<file path="src/rtl/if_fetch_unit_pkg.sv">
// Shared fetch-stage types: FSM state encoding, instruction/PC+4 entry, constants.
// Latency: n/a (types and constants only).
// Backpressure: n/a.
package if_fetch_unit_pkg;

    typedef enum logic [1:0] {
        IDLE  = 2'd0,
        REQ   = 2'd1,
        FLUSH = 2'd2
    } fetch_state_t;

    localparam logic [31:0] NOP_WORD  = 32'h0000_0000;
    localparam logic [31:0] PC_INC    = 32'd4;
    localparam logic [31:0] WORD_MASK = 32'hFFFF_FFFC;

    // One fetched instruction together with the PC of the following word.
    typedef struct packed {
        logic [31:0] instr;
        logic [31:0] pc_next;
    } fetch_entry_t;

    // Clear the byte-offset bits so an address always names a whole word.
    function automatic logic [31:0] word_align(input logic [31:0] addr);
        return addr & WORD_MASK;
    endfunction

endpackage

</file>
<file path="src/rtl/if_fetch_skid.sv">
// One-entry holding register for a fetch that returns while the output slot is stalled.
// Latency: load visible on entry/full the cycle after; unload frees it the cycle after.
// Backpressure: none internally; the owner must only load when empty (clear wins over load).
module if_fetch_skid
    import if_fetch_unit_pkg::*;
(
    input  logic         clk,
    input  logic         rst,
    input  logic         load,
    input  logic         unload,
    input  logic         clear,
    input  fetch_entry_t load_entry,
    output fetch_entry_t entry,
    output logic         full
);

    // Occupancy flag: a clear (redirect) beats a load, a load beats an unload.
    always_ff @(posedge clk or posedge rst) begin
        if (rst) begin
            full <= 1'b0;
        end else if (clear) begin
            full <= 1'b0;
        end else if (load) begin
            full <= 1'b1;
        end else if (unload) begin
            full <= 1'b0;
        end
    end

    // Payload only changes when a fresh word is parked here.
    always_ff @(posedge clk or posedge rst) begin
        if (rst) begin
            entry <= '0;
        end else if (load && !clear) begin
            entry <= load_entry;
        end
    end

endmodule

</file>
<file path="src/rtl/if_fetch_unit.sv">
// Instruction fetch: owns the PC, fetches words over req/ready, feeds IF/ID; optional IF_FETCH_ALIGN_CHECK_EN.
// Latency: imem_ready in cycle N -> o_* in N+1; zero-wait memory sustains one word per cycle.
// Backpressure: stall freezes a full slot; one in-flight return parks in the skid and new requests pause.
module if_fetch_unit
    import if_fetch_unit_pkg::*;
#(
    parameter logic [31:0] RESET_PC = 32'h0000_0000
) (
    input  logic        clk,
    input  logic        rst,
    input  logic        stall,
    input  logic        redirect,
    input  logic [31:0] redirect_pc,
    output logic        imem_req,
    output logic [31:0] imem_addr,
    input  logic        imem_ready,
    input  logic [31:0] imem_rdata,
    output logic        o_valid,
    output logic [31:0] o_instruction,
    output logic [31:0] o_PCNext,
    output logic        o_fault
);

    fetch_state_t state;
    fetch_state_t state_nx;
    logic [31:0]  pc;
    logic [31:0]  addr_inc;
    logic         fill;
    logic         slot_free;
    logic         skid_load;
    logic         skid_unload;
    logic         skid_full;
    logic         parked;
    fetch_entry_t skid_entry;
    fetch_entry_t fetch_word;

    assign imem_req = (state != IDLE);

`ifdef IF_FETCH_ALIGN_CHECK_EN
    logic fault;

    // A misaligned redirect target latches the fault until reset and stops fetching.
    always_ff @(posedge clk or posedge rst) begin
        if (rst) begin
            fault <= 1'b0;
        end else if (redirect && (redirect_pc[1:0] != 2'b00)) begin
            fault <= 1'b1;
        end
    end

    assign parked  = fault;
    assign o_fault = fault;
`else
    assign parked  = 1'b0;
    assign o_fault = 1'b0;
`endif

    // Routing of a returning word: kept only in REQ without a redirect; slot first, else skid.
    always_comb begin
        addr_inc    = imem_addr + PC_INC;
        fill        = (state == REQ) && imem_ready && !redirect;
        slot_free   = !o_valid || !stall;
        skid_load   = fill && !slot_free;
        skid_unload = !redirect && slot_free && skid_full;
        fetch_word  = '{instr: imem_rdata, pc_next: addr_inc};
    end

    // Next-state logic; redirect outranks everything, a parked skid blocks new requests.
    always_comb begin
        state_nx = state;
        case (state)
            IDLE: begin
                if (!redirect && !skid_full && !parked) begin
                    state_nx = REQ;
                end
            end
            REQ: begin
                if (redirect) begin
                    state_nx = imem_ready ? IDLE : FLUSH;
                end else if (imem_ready && !slot_free) begin
                    state_nx = IDLE;
                end
            end
            FLUSH: begin
                if (imem_ready) begin
                    state_nx = IDLE;
                end
            end
            default: state_nx = IDLE;
        endcase
    end

    // State register.
    always_ff @(posedge clk or posedge rst) begin
        if (rst) begin
            state <= IDLE;
        end else begin
            state <= state_nx;
        end
    end

    // PC follows redirects and each kept return; the bus address only moves when a new request starts.
    always_ff @(posedge clk or posedge rst) begin
        if (rst) begin
            pc        <= word_align(RESET_PC);
            imem_addr <= word_align(RESET_PC);
        end else begin
            if (redirect) begin
                pc <= word_align(redirect_pc);
            end else if (fill) begin
                pc <= addr_inc;
            end
            if (state == IDLE && state_nx == REQ) begin
                imem_addr <= pc;
            end else if (fill && slot_free) begin
                imem_addr <= addr_inc;
            end
        end
    end

    // Output slot: cleared by redirect, refilled from the skid before any new return.
    always_ff @(posedge clk or posedge rst) begin
        if (rst) begin
            o_valid       <= 1'b0;
            o_instruction <= NOP_WORD;
            o_PCNext      <= 32'h0;
        end else if (redirect) begin
            o_valid       <= 1'b0;
            o_instruction <= NOP_WORD;
            o_PCNext      <= 32'h0;
        end else if (slot_free) begin
            if (skid_full) begin
                o_valid       <= 1'b1;
                o_instruction <= skid_entry.instr;
                o_PCNext      <= skid_entry.pc_next;
            end else if (fill) begin
                o_valid       <= 1'b1;
                o_instruction <= fetch_word.instr;
                o_PCNext      <= fetch_word.pc_next;
            end else begin
                o_valid       <= 1'b0;
                o_instruction <= NOP_WORD;
                o_PCNext      <= 32'h0;
            end
        end
    end

    if_fetch_skid u_skid (
        .clk        (clk),
        .rst        (rst),
        .load       (skid_load),
        .unload     (skid_unload),
        .clear      (redirect),
        .load_entry (fetch_word),
        .entry      (skid_entry),
        .full       (skid_full)
    );

endmodule

</file>
<file path="config.mk">
export PLATFORM = sky130hd
export DESIGN_NAME = if_fetch_unit
export DESIGN_NICKNAME = d
export VERILOG_FILES = /design/src/rtl/if_fetch_unit_pkg.sv /design/src/rtl/if_fetch_skid.sv /design/src/rtl/if_fetch_unit.sv
export SDC_FILE = /design/constraint.sdc
export NUM_CORES = 1
export LEC_CHECK = 0
export CAP_MARGIN = 5
export CORE_MARGIN = 3
export CORE_UTILIZATION = 53
export DETAILED_ROUTE_END_ITERATION = 10
export PLACE_DENSITY = 0.85
export SLEW_MARGIN = 40
export SYNTH_ARGS = -nofsm -noshare
export SYNTH_HDL_FRONTEND = slang
export SYNTH_SLANG_ARGS = --single-unit
export TNS_END_PERCENT = 10
</file>
<file path="constraint.sdc">
create_clock -name clk -period 10.84 [get_ports clk]
set_input_delay 3.252 -clock clk [delete_from_list [all_inputs] [get_ports clk]]
set_output_delay 3.252 -clock clk [all_outputs]
set_load 0.02 [all_outputs]
</file>
# Word-level counts from Yosys, hierarchy flattened
# Index checks and enable logic that the tools add are counted.
# word_totals
mem_bits_rw,0
output_inout_bits,99
inputBits,69
latch_bits,0
mem_bits_ro,0
regBits,196
word_cells,60
memories,0
# classes
n_addsub,1
mux,25
n_div,0
shifts,0
reduce_logical,22
magnitude_cmp,0
eq_ne,3
multipliers,0
bitwise,0
# ops
cell,count
2-to-1 mux 32 bit,12
adder 32 x 3 -> 32 bit (second input constant),1
logical AND 1 bit,10
2-to-1 mux 2 bit,5
nonzero test 2 bit,4
2-to-1 mux 1 bit,7
one-hot mux 2 bit (3 select lines),1
logical NOT 1 bit,5
equality test 2 x 1 -> 1 bit (second input constant),2
nonzero test 3 bit,1
equality test 2 bit (second input constant),1
logical NOT 2 bit,1
logical OR 1 bit,1

# Logic depth before layout (Yosys ltp)
# Gate-level depths: netlist of run 1.
# depth
word_depth,10
depth_mapped,8

# Cells and area by module
# Synthesis of run 1 repeated with hierarchy kept, for this count alone.
# hier_totals
cells_unflattened,809
area_unflattened_um2,9303.9
# by_module_without_submodules
mod,n_inst,cells_per_inst,area_each_um2
if_fetch_unit,1,668,6558.8
if_fetch_skid,1,141,2745.1

# Worst setup path after synthesis of run 1
# No wires, ideal clock.
# synth_path
path_kind,input-to-reg
from,input port redirect
to,register imem_addr[9]
required_time_ns,10.714
n_path_buf,3
setup_slack_ns,6.240
cell_stages,8
arrival_time_ns,4.474
setup_ns,0.126
path_cell_list,nand4bb_1 -> clkbuf_1 -> nand2b_1 -> buf_2 -> nand2_1 -> buf_2 -> o21ai_0 -> a221o_1
# synth_via
elab_chain_len,7
# synth_lines
element,line,source
start: declaration,if_fetch_unit.sv:12,"input logic redirect,"
logical NOT 1 bit,"if_fetch_unit.sv:61, if_fetch_unit.sv:73",
logical AND 1 bit,if_fetch_unit.sv:73,if (!redirect && !skid_full && !parked) begin
2-to-1 mux 2 bit,if_fetch_unit.sv:73,
one-hot mux 2 bit (3 select lines),if_fetch_unit.sv:71,case (state)
equality test 2 x 1 -> 1 bit,if_fetch_unit.sv:113,if (state == IDLE && state_nx == REQ) begin
logical AND 1 bit,if_fetch_unit.sv:113,
2-to-1 mux 32 bit / nonzero test 2 bit (equally long branches),--,
end signal: assignment,if_fetch_unit.sv:106,imem_addr <= word_align(RESET_PC);
end signal: assignment,if_fetch_unit.sv:114,imem_addr <= pc;
end signal: assignment,if_fetch_unit.sv:116,imem_addr <= addr_inc;
end: declaration,if_fetch_unit.sv:15,"output logic [31:0] imem_addr,"
# Parallel ways exist; a longest one is shown, timed or not.
# A chain may end at the register's enable or synchronous reset.

# Worst setup path in the final report of run 1
# layout_path
from,input port redirect
to,register imem_addr[10]
# The elaborated chain is that of the path after synthesis.

==> results.md, run 1 <==
* Leakage power at between 4 and 5 nW
* Worst Max-Slew Pin Slew at between 0.7 and 0.8 ns
* Synth top area share at between 50% and 60%
* Initial Util at 54.90%
* 1st-iter DRT viols at 808
* Synth Area in XOR/XNOR at under 10%
* CTS max path bufs at 2
* Most used flip-flop cell after synthesis: dfrtp_1
* Cts repair resizes at 0
* Worst Path Arrival at 5.98 ns
* Vias in the first global route at 7570
* Syn Std Cell Area at approximately 9000 sq um
* Synth Area in Adders at less than 1%
* Max Clk Rate at about 180 MHz
* Simple-Gate Fraction of Synth Area at 17.17%
* Layout area overhead at 24.52%
* GRT overflow at 0
* Hold wc startpoint: pc[1]$_DFFE_PP0P_
* Critical path required time at 11.15 ns
* Largest cells by area after synthesis: dfrtp_1 53%, o21ai_0 4.8%, mux2_2 4.4%, nand2_1 3.9%, a221oi_1 3.6%
* Sum Neg Setup Slack at 0 ns
* Total Power at about 1.9 mW
* Final period util at 52.33%
* Hpwl dp at between 15 and 20 mm
* Crit. End Element: register
* Sequential share of power at 47.8%
* R2R depth at 6
* Max IR drop VDD at around 130 uV
* Psw at slightly below 0.6 mW
* Setup crit start: redirect
* Post-synth ARST share at 100.0%
* Largest family of logic cells by synthesized area: compound AO/OA/AOI/OAI gates
* Setup WS pre-CTS at 4.574 ns
* Worst Skew at between 0.007 and 0.008 ns
* H-tree level count at 4
* Total GRT Usage at 26.71%
* Outcome: complete, no violations
* Hold endpoint: imem_addr[1]$_DFFE_PP0P_
* # DRC at 0
* Synth Register Bits at between 150 and 200
* Num rows at between 40 and 50
* Post-synth EDFFs at 0
* Fin crit period at approximately 5.7 ns
* Cts-stage hold buffer count at 0
* Placer Congestion at between 0.8 and 0.9
* Post-Synthesis Cells at just over 900
* Initial antenna violation count at 0
* Core Region at 16760 sq um
* Worst r2r dst: imem_addr[10]$_DFFE_PP0P_
* Die width at 137.8 um
* Post-synth top area cell: dfrtp_1
* Worst skew pair latency at around 0.43 ns
* Synth warn at 0
* Net Count, Synth at ~980
* Die area at about 19000 sq um
* Hold Path Class: reg -> reg
* RSZ-0062 raised after global routing: false
* Setup slack, reg-to-reg at between 7 and 8 ns
* Final worst slack at slightly above 5 ns
* Combinational share of power at roughly a fifth
* Crit Path Max Fanout at 53
* Commonest non-fill, non-tap cell in the layout: dfrtp_1
* Root buf cell: clkbuf_16
* Max Cap Violations at 0
* Via count at 7740
* Setup Fix Bufs, Post-CTS at 0
* Die Y at between 100 and 150 um
* Switching share of power at 30.75%
* CTS tree: built
* Final hold violations at 0
* CP Launch Type: primary input
* Hold path depth at 2
* Post-synthesis mux area share at slightly below 5%
* Final Slew Violations at 0
* Clk sinks at ~200
* Num CTS Buffers at 17
* Reg2reg start: state[1]$_DFF_PP0_
* Worst relative slew slack at about half
* Internal power at roughly 1.3 mW
* IO Port Bufs at 164
* Clock Power Share at 33.4%
* Layout cell share with drive strength beyond 1 at a little under 10%
* First-pass GRT wire length at ~40 mm
* Synth Area in Compound Gates at between 15 and 20%
* Setup-failing EPs final at 0
* Seq/Total Area, Yosys at around 53%
* Io pins at 168
* Most frequent cells in the layout: 196 x dfrtp_1, 163 x clkdlybuf4s50_1, 93 x nand2_1
* # fillers at around 1300
* Cell variety after synth at 69
* Crit path kind: in -> reg
* Clock-pin slew on the worst setup and hold paths at about 0.070 ns
* Cell Pwr Density at ~160 nW/um^2
* Pin count of the biggest net entering global routing at ~110
* Remaining antenna violation count at 0
* Routed wirelength normalized by instance count at just under 20 um
* Nets@finish at 1089
* Syn Area/Cell at between 10 and 15 sq um
* Final WL at between 20 and 25 mm
* Via/cell ratio at around 6.2
* First drt pass iteration count at 8
-- metal layers --
layer	up-vias	global-route usage [%]	share of wire, %
li1	3542	-	-
met1	3815	35.63	41
met2	348	41.92	47
met3	35	8.619	10
met4	0	8.178	1.4
met5	-	0	0
-- layout make-up --
| class | count | area, sq um | area share (%) |
|---|---|---|---|
| Clock inverter | 14 | 143.9 | 1.256 |
| Inverter | 8 | 37.54 | 0.3276 |
| Antenna cell | 1 | 2.502 | 0.02184 |
| Multi-Input combinational cell | 621 | 3902 | 34.06 |
| Clock buffer | 18 | 439.2 | 3.833 |
| Timing Repair Buffer | 175 | 1752 | 15.29 |
| Tap cell | 220 | 275.3 | 2.403 |
| Sequential cell | 196 | 4905 | 42.81 |
-- through the flow --
| step | cells | util, % | cell area, sq um | hold slack [ns] |
|---|---|---|---|---|
| 5_1_grt | 1252 | 68.35 | 11450 | 0.5049 |
| 6_report | 1253 | 68.36 | 11460 | 0.4733 |
| 3_5_place_dp | 1219 | 64.67 | 10840 | 0.4545 |
| 3_3_place_gp | 1218 | 64.44 | 10800 | 0.4577 |
| 4_1_cts | 1251 | 68.15 | 11420 | 0.4780 |
| 2_1_floorplan | 908 | - | 9201 | 0.4386 |
-- synth_stat cells, types with 9 or more instances --
library cell    n
mux2_2         36
nor2_1         78
clkbuf_1       58
nand2_1        96
a221o_1        11
nor3_1         52
a21oi_1        20
and3_1          9
dfrtp_1       196
nand4_1        11
nor3b_1         9
a221oi_1       38
xnor2_1        15
nand3_1        17
o21ai_0        88
a22oi_1        27
-- critical path, stage by stage --
cell       delay [ns]
buf_4            0.28
nand4bb_2        0.74
nand2b_1         0.34
buf_4            0.29
nand2_1          0.47
o21ai_0          0.24
a221o_1          0.34
-- registers in the layout (all words and copies together), names as in the netlist --
| register | cells |
|---|---|
| imem_addr | 32 |
| o_PCNext | 32 |
| o_instruction | 32 |
| o_valid | 1 |
| pc | 32 |
| state | 2 |
| u_skid.entry | 64 |
| u_skid.full | 1 |
-- kinds of logic (layout without fill, tap and decap cells) --
logic type	count (synthesis)	count (layout)
AO/OA/AOI/OAI	237	237
XOR/XNOR	22	22
adder cells (fa/ha/maj)	1	1
buffers and inverters	91	215
flip-flops	196	196
multiplexers	40	40
other	1	2
AND/OR/NAND/NOR	320	320
-- power by group through the flow --
stage               Clock, mW  Sequential [mW]  Combinational [mW]
floorplan                   0            0.918               0.190
global placement            0            0.903               0.343
detailed placement          0            0.909               0.352
CTS                     0.637            0.895               0.355
global route            0.664            0.909               0.388
finish                  0.628            0.899               0.354
-- worst max-delay path by stage --
stage | end | cells past startpoint | slack [ns]
6_report | imem_addr[10]$_DFFE_PP0P_ | 7 | 5.17
5_1_grt | imem_addr[14]$_DFFE_PP0P_ | 7 | 5.01
4_1_cts | o_PCNext[23]$_DFFE_PP0P_ | 5 | 4.97
3_5_place_dp | o_PCNext[18]$_DFFE_PP0P_ | 5 | 4.57
3_3_place_gp | o_PCNext[11]$_DFFE_PP0P_ | 5 | 4.04
2_1_floorplan | imem_addr[0]$_DFFE_PP0P_ | 1 | 2.25
No activity file was read; power rests on OpenSTA's default activity.
==> run 2: changes to the inputs <==
Clock period 10.84 ns to 5.25 ns, I/O delays scaled along.
==> results.md, run 2 (synthesized netlist as in run 1, its figures left out) <==
* Clock-pin slew on the worst setup and hold paths at 0.07 ns (about the same)
* Num rows at 47 (unchanged)
* Sequential share of power at 47.7% (was 47.8%)
* 1st-iter DRT viols at 784 (was 808)
* Clock Power Share at 33.4% (about the same)
* Hpwl dp at 15.92 mm (was 15.59 mm)
* Outcome: complete, no violations (unchanged)
* Total Power at 3.888 mW (was 1.881 mW)
* Clk sinks at 196 (unchanged)
* Delay of the slowest critical-path stage at 0.54 ns (was 0.74 ns)
* Io pins at 168 (unchanged)
* CP Cell Sequence: or2_2 > clkdlybuf4s50_1 (was buf_4 > nand4bb_2 > nand2b_1 > buf_4 > nand2_1 > o21ai_0 > a221o_1)
* Crit. End Element: output pin (was register)
* First-pass GRT wire length at 40.25 mm (was 39.70 mm)
* Final worst slack at 1.874 ns (was 5.168 ns)
* Max Clk Rate at roughly 300 MHz
* Worst skew pair latency at 0.43 ns (about the same)
* Worst Path Buf+Inv at 1 (was 2)
* Setup WS pre-CTS at 1.500 ns (was 4.574 ns)
* Max IR drop VDD at 275.0 uV (was 128.0 uV)
* Diode count at 0 (was 1)
* IO Port Bufs at 164 (unchanged)
* Core Region at 16760 sq um (unchanged)
* Setup Fix Bufs, Post-CTS at 0 (unchanged)
* Final period util at 64.30%
* First drt pass iteration count at 7 (was 8)
* Worst r2r dst: imem_addr[30]$_DFFE_PP0P_ (was imem_addr[10]$_DFFE_PP0P_)
* Crit Path Max Fanout at 11 (was 53)
* Vias in the first global route at 7806 (was 7570)
* Commonest non-fill, non-tap cell in the layout: dfrtp_1 (unchanged)
* Pin count of the biggest net entering global routing at 104 (was 114)
* Internal power at 2.727 mW (was 1.303 mW)
* Worst Skew at 0.007962 ns (was 0.007169 ns)
* Worst relative slew slack at 53.08% (was 48.99%)
* Hold wc startpoint: pc[1]$_DFFE_PP0P_ (unchanged)
* Setup slack, reg-to-reg at 2.86 ns (was 7.84 ns)
* Hold path depth at 2 (unchanged)
* Final hold slack at 0.4687 ns (was 0.4733 ns)
* Initial Util at 54.90% (unchanged)
* Fin util at 68.36% (unchanged)
* # DRC at 0 (unchanged)
* Largest register FFs at 64 (unchanged)
* Reg2reg start: imem_addr[2]$_DFFE_PP0P_ (was state[1]$_DFF_PP0_)
* Routed wirelength normalized by instance count at 19.77 um (was 19.80 um)
* Total GRT Usage at 27.08% (was 26.71%)
* Via/cell ratio at 6.166 (was 6.177)
* Die Y at 137.8 um (unchanged)
* Cell Pwr Density at 339.4 nW/um^2 (was 164.2 nW/um^2)
* Hold Path Class: reg -> reg (unchanged)
* R2R depth at 6 (unchanged)
* RSZ-0062 raised after global routing: false (unchanged)
* Largest reg by FF count: u_skid.entry (unchanged)
* Max Cap Violations at 0 (unchanged)
* Crit path kind: reg -> out (was in -> reg)
* Combinational share of power at 18.9% (was 18.8%)
* CTS tree: built (unchanged)
* Most frequent cells in the layout: 196 x dfrtp_1, 163 x clkdlybuf4s50_1, 94 x nand2_1 (was 196 x dfrtp_1, 163 x clkdlybuf4s50_1, 93 x nand2_1)
* Leakage power at 4.895 nW (was 4.893 nW)
* Cts-stage hold buffer count at 0 (unchanged)
* Psw at 1.161 mW (was 0.5786 mW)
* Cts repair resizes at 0 (unchanged)
* CP Launch Type: register (was primary input)
* Initial antenna violation count at 0 (unchanged)
* GRT overflow at 0 (unchanged)
* # fillers at 1290 (was 1276)
* Die area at 18980 sq um (unchanged)
* Die width at 137.8 um (unchanged)
* Num CTS Buffers at 17 (unchanged)
* Sum Neg Setup Slack at 0 ns (unchanged)
* Root buf cell: clkbuf_16 (unchanged)
* CTS max path bufs at 2 (unchanged)
* Worst Max-Slew Pin Slew at 0.7031 ns (was 0.7643 ns)
* Nets@finish at 1093 (was 1089)
* Setup-failing EPs final at 0 (unchanged)
* Crit-path leading delay family: buffers and inverters (was simple AND/OR/NAND/NOR gates)
* Hold endpoint: imem_addr[1]$_DFFE_PP0P_ (unchanged)
* Placer Congestion at 0.8832 (was 0.8519)
* Final WL at 24.83 mm (was 24.81 mm)
* H-tree level count at 4 (unchanged)
* Critical path required time at 3.68 ns (was 11.15 ns)
* Layout area overhead at 24.52% (unchanged)
* Switching share of power at 29.87% (was 30.75%)
* Slowest cell on crit path: clkdlybuf4s50_1 (was nand4bb_2)
* Final Slew Violations at 0 (unchanged)
* Fin crit period at roughly 3.4 ns
* Layout cell share with drive strength beyond 1 at 9.653% (was 9.884%)
* Worst Path Arrival at 1.80 ns (was 5.98 ns)
* Remaining antenna violation count at 0 (unchanged)
* Final hold violations at 0 (unchanged)
* Via count at 7744 (was 7740)
-- run 2: cell count changes in the layout (fill, tap and decap cells not counted), moves of 2 or more --
cell,change
clkbuf_1,+3
clkinv_4,-2
buf_4,+4
inv_8,-4
buf_12,+2
clkinv_2,+2
-- run 2: how the worst max path moves through the flow --
| stage | endpoint | slack, ns | depth (start not counted) | startpoint |
|---|---|---|---|---|
| after detailed placement | o_PCNext[7]$_DFFE_PP0P_ | 1.50 | 6 | redirect |
| after global routing | imem_addr[4]$_DFFE_PP0P_ | 1.80 | 7 | stall |
| final | imem_req | 1.87 | 2 | state[1]$_DFF_PP0_ |
| after global placement | imem_addr[29]$_DFFE_PP0P_ | 1.35 | 8 | imem_ready |
| after floorplan | imem_addr[0]$_DFFE_PP0P_ | 1.14 | 1 | rst |
| after CTS | imem_req | 1.84 | 2 | state[1]$_DFF_PP0_ |
-- run 2: worst reg2reg max path, cell delays in order, from the launching register on --
cell and delay (ns):
dfrtp_1 0.49, ha_1 0.28, and2_2 0.21, and4_1 0.45, nand3_4 0.18, o311a_1 0.38
a211o_1 0.27
-- run 2: routing by layer --
metal	wire, um	up-vias	GRT usage [%]
li1	-	3545	-
met1	10080	3844	35.68
met2	11960	323	42.87
met3	2438	32	9.606
met4	345	0	7.245
met5	0	-	0
-- run 2: final cells by class --
cell class / instances / area, sq um / area share (%)
repair buffers: 179 / 1780 / 15.54
clock buffers: 21 / 450.4 / 3.931
well taps: 220 / 275.3 / 2.403
inverters: 8 / 33.78 / 0.2949
multi-input cells: 621 / 3887 / 33.93
clock inverters: 11 / 125.1 / 1.092
flip-flops and latches: 196 / 4905 / 42.81
-- run 2: through the flow --
stage,instances,area [sq um]
2_1_floorplan,908,9205
3_3_place_gp,1223,10860
3_5_place_dp,1224,10880
4_1_cts,1256,11450
5_1_grt,1256,11460
6_report,1256,11460
-- run 2: power by group through the flow --
stage / combinational, mW / clock [mW] / sequential [mW]
detailed placement: 0.732 / 0 / 1.88
finish: 0.734 / 1.30 / 1.86
global placement: 0.710 / 0 / 1.86
floorplan: 0.392 / 0 / 1.90
CTS: 0.737 / 1.32 / 1.85
global route: 0.802 / 1.38 / 1.88
==> run 3: changes to the inputs <==
Settings changed: CORE_UTILIZATION 53 to 48, PLACE_DENSITY 0.85 to 0.81.
Clock period 5.25 ns to 2.7 ns, I/O delays scaled along.
==> results.md, run 3 (synthesized netlist as in run 1, its figures left out) <==
* Outcome: complete, no violations (unchanged)
* Largest register FFs at 64 (unchanged)
* Commonest non-fill, non-tap cell in the layout: dfrtp_1 (unchanged)
* Worst Path Buf+Inv at 1 (unchanged)
* Vias in the first global route at 7744 (was 7806)
* Die area at 20870 sq um (was 18980 sq um)
* Remaining antenna violation count at 0 (unchanged)
* Worst Path Arrival at 1.82 ns (was 1.80 ns)
* Setup crit start: state[1]$_DFF_PP0_ (unchanged)
* Crit. End Element: output pin (unchanged)
* Psw at 2.338 mW (was 1.161 mW)
* Clock Power Share at 34.3% (was 33.4%)
* Slowest cell on crit path: clkdlybuf4s50_1 (unchanged)
* Routed wirelength normalized by instance count at 19.53 um (was 19.77 um)
* Max Cap Violations at 0 (unchanged)
* First drt pass iteration count at 5 (was 7)
* Num rows at 50 (was 47)
* Internal power at 5.359 mW (was 2.727 mW)
* Cts-stage hold buffer count at 0 (unchanged)
* RSZ-0062 raised after global routing: false (unchanged)
* Layout area overhead at 27.35% (was 24.52%)
* Most frequent cells in the layout: 195 x dfrtp_1, 163 x clkdlybuf4s50_1, 94 x nand2_1 (was 196 x dfrtp_1, 163 x clkdlybuf4s50_1, 94 x nand2_1)
* Die Y at 144.5 um (was 137.8 um)
* H-tree level count at 4 (unchanged)
* Worst skew pair latency at 0.44 ns (was 0.43 ns)
* Placer Congestion at 0.8416 (was 0.8832)
* Sequential share of power at 46.9% (was 47.7%)
* CTS max path bufs at 2 (unchanged)
* Inst Count DP at 1257 (was 1224)
* Io pins at 168 (unchanged)
* Worst relative slew slack at 54.95% (was 53.08%)
* Root buf cell: clkbuf_16 (unchanged)
* Initial Util at 49.03% (was 54.90%)
* Crit-path leading delay family: buffers and inverters (unchanged)
* Switching share of power at 30.38% (was 29.87%)
* Worst Skew at 0.007014 ns (was 0.007962 ns)
* Setup-failing EPs final at 0 (unchanged)
* Max Clk Rate at approximately 380 MHz
* Final worst slack at 0.07387 ns (was 1.874 ns)
* # DRC at 0 (unchanged)
* Max IR drop VDD at 474.2 uV (was 275.0 uV)
* CTS tree: built (unchanged)
* Final hold violations at 0 (unchanged)
* Final period util at about 100%
* Cts repair resizes at 0 (unchanged)
* Sum Neg Setup Slack at 0 ns (unchanged)
* Leakage power at 5.036 nW (was 4.895 nW)
* Setup WS pre-CTS at 0.01980 ns (was 1.500 ns)
* 1st-iter DRT viols at 484 (was 784)
* Worst Max-Slew Pin Slew at 0.6751 ns (was 0.7031 ns)
* Levels on crit path at 2 (unchanged)
* Via/cell ratio at 6.038 (was 6.166)
* Fin util at 62.43% (was 68.36%)
* Combinational share of power at 18.9% (about the same)
* IO Port Bufs at 164 (unchanged)
* Setup slack, reg-to-reg at 0.28 ns (was 2.86 ns)
* Critical path required time at 1.89 ns (was 3.68 ns)
* Layout cell share with drive strength beyond 1 at 11.66% (was 9.653%)
* Pin count of the biggest net entering global routing at 56 (was 104)
* Die width at 144.5 um (was 137.8 um)
* Nets@finish at 1112 (was 1093)
* Num CTS Buffers at 17 (unchanged)
* Cell Pwr Density at 656.9 nW/um^2 (was 339.4 nW/um^2)
* Final WL at 25.17 mm (was 24.83 mm)
* Final Slew Violations at 0 (unchanged)
* Diode count at 0 (unchanged)
* Setup Fix Bufs, Post-CTS at 0 (unchanged)
* Fin cells at 1289 (was 1256)
* Hpwl dp at 16.84 mm (was 15.92 mm)
* CP Launch Type: register (unchanged)
* GRT overflow at 0 (unchanged)
* CP Cell Sequence: or2_2 > clkdlybuf4s50_1 (unchanged)
* Total GRT Usage at 24.48% (was 27.08%)
* Reg2reg start: imem_addr[2]$_DFFE_PP0P_ (unchanged)
* First-pass GRT wire length at 40.45 mm (was 40.25 mm)
* Delay of the slowest critical-path stage at 0.54 ns (about the same)
* Crit path capture: imem_req (unchanged)
* Final hold slack at 0.4813 ns (was 0.4687 ns)
* Via count at 7783 (was 7744)
* Worst r2r dst: imem_addr[30]$_DFFE_PP0P_ (unchanged)
* Crit path kind: reg -> out (unchanged)
* Initial antenna violation count at 0 (unchanged)
* Crit Path Max Fanout at 11 (unchanged)
* Fin crit period at 2.626 ns
* Largest reg by FF count: u_skid.entry (unchanged)
* Hold Path Class: reg -> reg (unchanged)
* Clk sinks at 196 (unchanged)
* Clock-pin slew on the worst setup and hold paths at 0.07 ns (about the same)
* Core Region at 18770 sq um (was 16760 sq um)
* R2R depth at 6 (unchanged)
## run 3: power groups by stage
stage | registers (mW) | logic (mW) | clock network (mW)
2_1_floorplan | 3.68 | 0.763 | 0
3_3_place_gp | 3.63 | 1.42 | 0
3_5_place_dp | 3.65 | 1.45 | 0
4_1_cts | 3.60 | 1.47 | 2.66
5_1_grt | 3.65 | 1.59 | 2.77
6_report | 3.61 | 1.45 | 2.64
## run 3: metrics by stage
stage | total power [mW] | area (sq um)
floorplan | 4.448 | 9205
global placement | 5.047 | 11110
detailed placement | 5.102 | 11110
CTS | 7.724 | 11720
global route | 8.014 | 11720
finish | 7.697 | 11720
## run 3: cell type report
type	count	area [sq um]
Clock buffer	19	442.9
Clock inverter	13	161.4
Fill cell	1510	7051
Inverter	8	33.78
Multi-Input combinational cell	621	3874
Sequential cell	196	4906
Tap cell	234	292.8
Timing Repair Buffer	198	2007
## run 3: worst min path at each step
stage	from	slack, ns	depth (start not counted)	to
after floorplan	pc[0]$_DFFE_PP0P_	0.44	2	imem_addr[0]$_DFFE_PP0P_
after global placement	pc[1]$_DFFE_PP0P_	0.46	2	imem_addr[1]$_DFFE_PP0P_
after detailed placement	pc[0]$_DFFE_PP0P_	0.46	2	imem_addr[0]$_DFFE_PP0P_
after CTS	pc[16]$_DFFE_PP0P_	0.48	2	imem_addr[16]$_DFFE_PP0P_
after global routing	pc[16]$_DFFE_PP0P_	0.51	2	imem_addr[16]$_DFFE_PP0P_
final	pc[16]$_DFFE_PP0P_	0.48	2	imem_addr[16]$_DFFE_PP0P_
## run 3: layer usage
layer  global-route usage (%)  up-vias  share of wire, %
li1                         -     3586                 -
met1                    31.94     3834                42
met2                    39.48      321                47
met3                    7.771       42               9.0
met4                    7.167        0               2.0
met5                        0        -                 0
## run 3: worst min-delay path: cells and delay by family (launching register included)
family           cells  cell delay, ns
DFF                  1            0.34
and+or+nand+nor      2            0.11
